[config.mk]
export PLATFORM = sky130hd
export DESIGN_NAME = bc_mac_wseq
export DESIGN_NICKNAME = d
export VERILOG_FILES = /design/src/rtl/bc_mac_wseq.sv
export SDC_FILE = /design/constraint.sdc
export NUM_CORES = 1
export LEC_CHECK = 0
export ABC_AREA = 1
export BUFFER_PORTS_ARGS = -buffer_cell sky130_fd_sc_hd__buf_2
export CORE_ASPECT_RATIO = 1.75
export CORE_MARGIN = 5
export CORE_UTILIZATION = 41
export CTS_CLUSTER_SIZE = 10
export DETAILED_ROUTE_END_ITERATION = 8
export PLACE_DENSITY_LB_ADDON = 0.08
export SLEW_MARGIN = 20
export SYNTH_ARGS = -nofsm -noshare
export SYNTH_HDL_FRONTEND = slang
export SYNTH_SLANG_ARGS = --single-unit
[constraint.sdc]
create_clock -name clk -period 4.1 [get_ports clk]
set_clock_uncertainty 0.1 [all_clocks]
set_input_delay 0.205 -clock clk [delete_from_list [all_inputs] [get_ports clk]]
set_output_delay 0.205 -clock clk [all_outputs]
set_load 0.01 [all_outputs]
[src/rtl/bc_mac_wseq.sv]
// Weight bit-plane sequencer for the bit-serial MAC array: double-buffers one
// vector of activations and weights, then presents one weight bit-plane per cycle, LSB first.
module bc_mac_wseq #(
   parameter int N     = 8,
   parameter int ABITS = 4,
   parameter int WBITS = 8,
   parameter int IW    = 4
) (
   input  logic                 clk,
   input  logic                 rst_n,
   input  logic                 in_valid,
   output logic                 in_ready,
   input  logic [N*ABITS-1:0]   in_act,
   input  logic [N*WBITS-1:0]   in_wgt,
   input  logic                 mac_stall,
   output logic                 mac_valid,
   output logic [N*ABITS-1:0]   mac_act,
   output logic [N-1:0]         mac_weight,
   output logic                 mac_sft_en,
   output logic                 mac_first,
   output logic                 mac_last,
   output logic [IW-1:0]        plane_idx,
   output logic                 busy
);

   localparam logic [0:0] ST_IDLE = 1'b0;
   localparam logic [0:0] ST_RUN  = 1'b1;

   localparam logic [IW-1:0] LAST_PLANE = IW'(WBITS - 1);

   logic [0:0]           r_state;
   logic                 r_shadow_full;
   logic [N*ABITS-1:0]   r_shadow_act;
   logic [N*WBITS-1:0]   r_shadow_wgt;
   logic [N*WBITS-1:0]   r_active_wgt;

   logic                 r_mac_valid;
   logic [N*ABITS-1:0]   r_mac_act;
   logic [N-1:0]         r_mac_weight;
   logic                 r_mac_sft_en;
   logic                 r_mac_first;
   logic                 r_mac_last;
   logic [IW-1:0]        r_plane;

   logic                 w_run;
   logic                 w_accept;
   logic                 w_step;
   logic                 w_end;
   logic                 w_load_in;
   logic                 w_load_sh;
   logic                 w_load;
   logic                 w_to_shadow;
   logic                 w_shadow_full_nxt;
   logic [N*WBITS-1:0]   w_new_wgt;
   logic [N*ABITS-1:0]   w_new_act;
   logic [IW-1:0]        w_plane_inc;

   // Gather bit 'idx' of every lane's weight into one N-bit plane.
   function automatic logic [N-1:0] f_plane(input logic [N*WBITS-1:0] wgt,
                                            input logic [IW-1:0]      idx);
      logic [N-1:0] bits;
      bits = '0;
      for (int i = 0; i < N; i++) begin
         bits[i] = wgt[i*WBITS + int'(idx)];
      end
      return bits;
   endfunction

   assign w_run       = (r_state == ST_RUN);
   assign w_accept    = in_valid & ~r_shadow_full;
   assign w_step      = w_run & ~mac_stall;
   assign w_end       = w_step & (r_plane == LAST_PLANE);
   assign w_plane_inc = r_plane + IW'(1);

   // Active reload: straight from the input when idle, otherwise at the end of
   // the last plane, preferring the shadow over a freshly accepted vector.
   assign w_load_sh   = w_end & r_shadow_full;
   assign w_load_in   = w_accept & (~w_run | (w_end & ~r_shadow_full));
   assign w_load      = w_load_in | w_load_sh;
   assign w_to_shadow = w_accept & ~w_load_in;

   assign w_new_wgt = w_load_sh ? r_shadow_wgt : in_wgt;
   assign w_new_act = w_load_sh ? r_shadow_act : in_act;

   always_comb begin
      w_shadow_full_nxt = r_shadow_full | w_to_shadow;
      if (w_load_sh) begin
         w_shadow_full_nxt = w_to_shadow;
      end
   end

   always_ff @(posedge clk or negedge rst_n) begin
      if (!rst_n) begin
         r_state       <= ST_IDLE;
         r_shadow_full <= 1'b0;
         r_mac_valid   <= 1'b0;
         r_mac_act     <= '0;
         r_mac_weight  <= '0;
         r_mac_sft_en  <= 1'b0;
         r_mac_first   <= 1'b0;
         r_mac_last    <= 1'b0;
         r_plane       <= '0;
      end else begin
         r_shadow_full <= w_shadow_full_nxt;
         if (w_load) begin
            r_state      <= ST_RUN;
            r_mac_valid  <= 1'b1;
            r_mac_act    <= w_new_act;
            r_mac_weight <= f_plane(w_new_wgt, '0);
            r_mac_sft_en <= 1'b0;
            r_mac_first  <= 1'b1;
            r_mac_last   <= 1'b0;
            r_plane      <= '0;
         end else if (w_end) begin
            r_state      <= ST_IDLE;
            r_mac_valid  <= 1'b0;
            r_mac_weight <= '0;
            r_mac_sft_en <= 1'b0;
            r_mac_first  <= 1'b0;
            r_mac_last   <= 1'b0;
            r_plane      <= '0;
         end else if (w_step) begin
            r_mac_weight <= f_plane(r_active_wgt, w_plane_inc);
            r_mac_sft_en <= 1'b1;
            r_mac_first  <= 1'b0;
            r_mac_last   <= (w_plane_inc == LAST_PLANE);
            r_plane      <= w_plane_inc;
         end
      end
   end

   // Vector storage carries no reset; the full flags qualify it.
   always_ff @(posedge clk) begin
      if (w_load) begin
         r_active_wgt <= w_new_wgt;
      end
      if (w_to_shadow) begin
         r_shadow_act <= in_act;
         r_shadow_wgt <= in_wgt;
      end
   end

   assign in_ready   = ~r_shadow_full;
   assign busy       = w_run | r_shadow_full;
   assign mac_valid  = r_mac_valid;
   assign mac_act    = r_mac_act;
   assign mac_weight = r_mac_weight;
   assign mac_sft_en = r_mac_sft_en;
   assign mac_first  = r_mac_first;
   assign mac_last   = r_mac_last;
   assign plane_idx  = r_plane;

endmodule
## After elaboration in Yosys (flattened, before gate mapping)

Cells that the tools add are included.

| cells by class | value |
|---|---|
| $lt $le $gt $ge | 8 |
| bitwise operators | 15 |
| $add $sub $neg | 8 |
| reduce and logical (&&, ||, !) cells | 2 |
| equal/unequal tests | 2 |
| mux-type cells | 43 |

Operators by type and width:

| cell | number |
|---|---|
| 2-to-1 mux 64 bit | 1 |
| binary-select mux 1 bit (select 6 bit) | 7 |
| 2-to-1 mux 32 bit | 1 |
| adder 6 x 4 -> 7 bit (first input constant) | 4 |
| < comparator 7 bit (second input constant) | 4 |
| 2-to-1 mux 1 bit | 27 |
| 2-to-1 mux 8 bit | 3 |
| < comparator 6 x 7 -> 1 bit (second input constant) | 2 |
| adder 5 x 4 -> 6 bit (first input constant) | 2 |
| 2-to-1 mux 4 bit | 3 |
| == test 4 x 3 -> 1 bit (second input constant) | 2 |
| bitwise AND 1 bit | 7 |
| < comparator 4 x 7 -> 1 bit (second input constant) | 1 |
| < comparator 5 x 7 -> 1 bit (second input constant) | 1 |
| adder 4 x 4 -> 5 bit (first input constant) | 1 |
| adder 4 x 1 -> 4 bit (second input constant) | 1 |
| binary-select mux 1 bit (select 4 bit) | 1 |
| inverter 1 bit | 4 |
| bitwise OR 1 bit | 4 |
| nonzero test 3 bit | 1 |
| nonzero test 2 bit | 1 |

| storage, ports and cells | value |
|---|---|
| register bits | 209 |
| output and inout bits | 50 |
| word-level logic and storage cells | 89 |
| bits of input ports | 100 |

## Longest topological paths before layout

| logic depth | value |
|---|---|
| word-level depth | 10 |
| depth in mapped cells | 10 |
| gate-level depth less buffers | 9 |

## Worst setup path before layout

OpenSTA, ideal clock, no wires.

| path | value |
|---|---|
| path kind | register -> register |
| start point | register r_plane[1] (netlist: plane_idx[1]) |
| end point | register r_shadow_act[0] (enable) |
| setup time | 449 ps |
| required time | 3,551 ps |
| path buffers | 0 |
| cell stages (with the launch flop) | 7 |
| period minus slack after synthesis | 3,459 ps |
| path slack | 641 ps |
| data arrival time | 2,909 ps |
| path through | dfrtp_1 -> ha_1 -> nand2_2 -> nor2_4 -> nand2_1 -> nand4_1 -> inv_1 |

| on the way | value |
|---|---|
| cells in the longest elaborated chain, start to end | 7 |

Ends and longest elaborated chain:

| what | RTL line | source |
|---|---|---|
| from (decl) | 43 | `logic [IW-1:0] r_plane;` |
| from (signal assigned) | 127 | `r_plane <= w_plane_inc;` |
| == test 4 x 3 -> 1 bit | 72 | `assign w_end = w_step & (r_plane == LAST_PLANE);` |
| bitwise AND 1 bit | 72 |  |
| bitwise AND 1 bit | 78 | `assign w_load_in = w_accept & (~w_run \| (w_end & ~r_shadow_full));` |
| bitwise OR 1 bit | 78 |  |
| bitwise AND 1 bit | 78 |  |
| inverter 1 bit | 80 | `assign w_to_shadow = w_accept & ~w_load_in;` |
| bitwise AND 1 bit | 80 |  |
| named net w_to_shadow | 52 | `logic w_to_shadow;` |
| to (signal assigned) | 138 | `r_shadow_act <= in_act;` |
| to (decl) | 33 | `logic [N*ABITS-1:0] r_shadow_act;` |

The timed path passes the listed nets, and every way through them passes these cells.
A chain may end at the register's enable or synchronous reset.

## Worst setup path in the final report

| path | value |
|---|---|
| start point | register r_plane[1] (netlist: plane_idx[1]) |
| end point | register r_mac_weight[5] (netlist: mac_weight[5]) |

| on the way | value |
|---|---|
| elaborated cells on any way between the ends | 17 |
| classes of those cells | add/sub: 2; eq/ne: 1; mux: 7; bitwise: 6; reduce/logical: 1 |

RTL lines:

| what | RTL line | source |
|---|---|---|
| == test 4 x 3 -> 1 bit | 72 |  |
| bitwise AND 1 bit | 72 |  |
| bitwise AND 1 bit | 77 | `assign w_load_sh = w_end & r_shadow_full;` |
| 2-to-1 mux 64 bit | 82 | `assign w_new_wgt = w_load_sh ? r_shadow_wgt : in_wgt;` |
| named net w_new_wgt[40] | 54 | `logic [N*WBITS-1:0] w_new_wgt;` |
| 2-to-1 mux 8 bit | 105 | `if (w_load) begin` |
| to (signal assigned) | 109 | `r_mac_weight <= f_plane(w_new_wgt, '0);` |
| to (signal assigned) | 123 | `r_mac_weight <= f_plane(r_active_wgt, w_plane_inc);` |
| to (decl) | 39 | `logic [N-1:0] r_mac_weight;` |

The timed path passes the listed nets, and every way through them passes these cells. The select of a mux whose other input is x is not followed.

==> results by group <==
Layout
  • Fin area: 11,400 um^2
  • FILL cells: 1,932
  • Register area: 6030 um^2
  • Most common cell after layout, fill and taps aside: nand2_1
  • Multi-input combinational cell area: 2340 um^2
  • Ant. Diodes: 0
  • Nets: 1,179
  • Fraction of layout instances using a drive strength above 1: 0.182
  • Area growth, synth to finish: 30.1%
  • Most frequent cells in the layout: nand2_1, edfxtp_1, buf_2

Clocking
  • CTS tree: done
  • CTS Root Buffer Type: clkbuf_16
  • Num Clock Sinks: 209
  • Clock Pin Slew Worst Setup and Hold Paths: 0.06 ns
  • Worst skew pair latency: 0.50 ns
  • Post-CTS Repair Setup Buffers: 0
  • CTS max path bufs: 3
  • CTS buffer count: 24
  • CTS H-tree lvls: 1

Global routing
  • GR Util All Layers: 0.169
  • Largest net degree at the start of global routing: 98
  • First-pass GRT wire length: 33.4 mm
  • GRT overflow: 0
  • Initial antenna violation count: 0
  • Vias in the first global route: 6,490

Power
  • Sequential power share: 0.520
  • Tot Pwr: 4390 uW
  • Pwr/cell area: 384 nW/um^2
  • Switch Pwr: 862 uW
  • Pleak: 0.00514 uW
  • Net Sw Frac: 0.196
  • Clock share of power: 0.437
  • Internal Power: 3530 uW
  • VDD IR max: 0.398 mV
  • Combinational share of power: 0.043

Logic synthesis
  • Syn Inst Count: 828
  • Syn Area/Cell: 10.6 um^2
  • Sequential share of the synthesized area: 0.685
  • Number of flops mapped to enable cells by yosys: 160
  • Main synth FF type: edfxtp_1
  • Post-Syn Nets: 930
  • Synth unique cells: 27
  • Synth warnings: 0
  • Cell Area, Synth: 8800 um^2
  • Async SR Flop Fraction: 0.234
  • Flops & latches, synth: 209

Critical path
  • WP depth: 11
  • Crit path max-delay family: buffers and inverters
  • Reg2Reg Setup Slack: 1.31 ns
  • Crit. End Element: flip-flop
  • RR Endpoint: mac_weight[5]
  • Critical path class: flip-flop to flip-flop
  • Critical path buffers and inverters: 3
  • Max incr delay on CP: 0.71 ns
  • CP max FO: 97
  • Launching point of the worst reg2reg path: plane_idx[1]
  • Worst Path Required: 4.37 ns
  • Crit-path cells: ha_1 > nand2_2 > nor2_4 > nand3_4 > buf_4 > clkinv_2 > buf_4 > nand2_1 > nand2_1 > nand2_1 > nand4_1
  • Setup crit start: plane_idx[1]
  • Worst Reg-to-Reg Cells: 11
  • Cell mode on critical path: nand2_1
  • Crit start category: flip-flop
  • Critical Path Slowest Stage Cell: buf_4
  • CP arrival: 3.06 ns

Routing
  • Vias: 6,363
  • DRC: 0
  • Final wirelength: 20.8 mm
  • Starting DRT DRC Count: 342
  • Avg WL per Cell: 15.4 um
  • First-pass DRT Iterations: 4
  • Via/cell ratio: 4.71
  • Antenna-violating nets left: 0

Die
  • Die X: 121 um
  • Row cnt: 71
  • Starting Density: 0.413
  • Die area: 24,600 um^2
  • Core ar.: 21,300 um^2
  • Boundary Pins: 150
  • Die height: 204 um

STA
  • Endpoints failing setup: 0
  • Headroom to the max-slew limit: 0.218
  • Slew Limit Fails: 0
  • Fin crit share: 0.680
  • Setup TNS: 0 ns
  • Worst Tran Pin Value: 1.17 ns
  • Max Freq: 0.359 GHz
  • Fin crit period: 2.79 ns
  • Final hold violations: 0
  • RSZ-0062 raised after global routing: false

Outcome
  • Outcome: complete, no violations

Worst hold path
  • HP Class: input pin to asynchronous set/reset pin

Placement
  • Number of port buffers: 149
  • Final HPWL DP: 12.8 mm
  • Routability cong.: 0.759
  • Cell Area, Placed: 9760 um^2

Job
  • Max-cap viol count: 0
worst reg2reg max path: stages (launching register included):
cell	delay, ns
dfrtp_1	0.45
ha_1	0.26
nand2_2	0.11
nor2_4	0.05
nand3_4	0.07
buf_4	0.71
clkinv_2	0.17
buf_4	0.36
nand2_1	0.17
nand2_1	0.07
nand2_1	0.06
nand4_1	0.07
final cells by class:
type                       count  share of cell area
multi-input combinational    523               0.204
timing repair buffer         262               0.161
inverter                      57              0.0192
tap                          255              0.0279
clock buffer                  44              0.0609
sequential                   209               0.527
kinds of logic after synthesis:
group | count (synthesis) | synth area share
adders and majority gates | 2 | 0.00284
xor gates and xnor gates | 2 | 0.00199
AOI/OAI and AO/OA | 40 | 0.0324
buffers and inverters | 96 | 0.0489
DFF | 209 | 0.685
and+or+nand+nor | 479 | 0.229
synthesized netlist by cell type (3+ instances only):
cell type / number / area, um^2
nand2_1: 371 / 1390
edfxtp_1: 160 / 4800
nand3_1: 58 / 290
inv_1: 54 / 203
dfrtp_1: 49 / 1230
o211ai_1: 32 / 240
or2_0: 28 / 175
buf_2: 19 / 95.1
buf_4: 12 / 90.1
nand4_1: 11 / 68.8
o21ai_0: 5 / 25.0
buf_1: 4 / 15.0
clkbuf_1: 4 / 15.0
or2_1: 3 / 18.8
worst max-delay path by stage:
stage	slack [ns]	to
final	1.31	mac_weight[5]
after global routing	0.97	mac_weight[6]
after CTS	1.22	mac_weight[6]
after detailed placement	1.24	mac_weight[6]
after global placement	1.33	mac_weight[6]
after floorplan	0.64	r_shadow_act[0]
power groups by stage:
stage | registers (uW) | logic (uW) | clock network [uW]
detailed placement | 2330 | 118 | 0
floorplan | 2330 | 33.7 | 0
global placement | 2330 | 118 | 0
global route | 2280 | 212 | 2080
CTS | 2280 | 192 | 1980
finish | 2280 | 190 | 1920
metal layers:
layer	global-route usage	vias to the layer above	routed length, um
met5	0	-	0
met4	0.0490	0	499
met3	0.0210	37	799
met2	0.313	138	10700
met1	0.203	2956	8770
li1	-	3232	-
registers in the layout, indices dropped and copies added (netlist names):
name	flops
mac_last	1
mac_sft_en	1
mac_act	32
plane_idx	4
r_shadow_wgt	64
mac_valid	1
r_shadow_full	1
r_shadow_act	32
mac_weight	8
r_active_wgt	64
mac_first	1
through the flow:
| stage | instances | setup slack [ns] | utilization | hold WS (ns) |
|---|---|---|---|---|
| 6_report | 1350 | 1.31 | 0.537 | 0.257 |
| 5_1_grt | 1350 | 0.969 | 0.537 | 0.315 |
| 4_1_cts | 1350 | 1.22 | 0.537 | 0.261 |
| 3_5_place_dp | 1207 | 1.24 | 0.458 | 0.270 |
| 3_3_place_gp | 1207 | 1.33 | 0.458 | 0.271 |
| 2_1_floorplan | 828 | 0.641 | - | -0.191 |
repair_timing:
item,in CTS,in global routing
hold buffers,99,0
resized for setup,0,0
endpoints found under the setup margin,0,0
endpoints found under the hold margin,254,0
(Power assumes the default switching activity.)
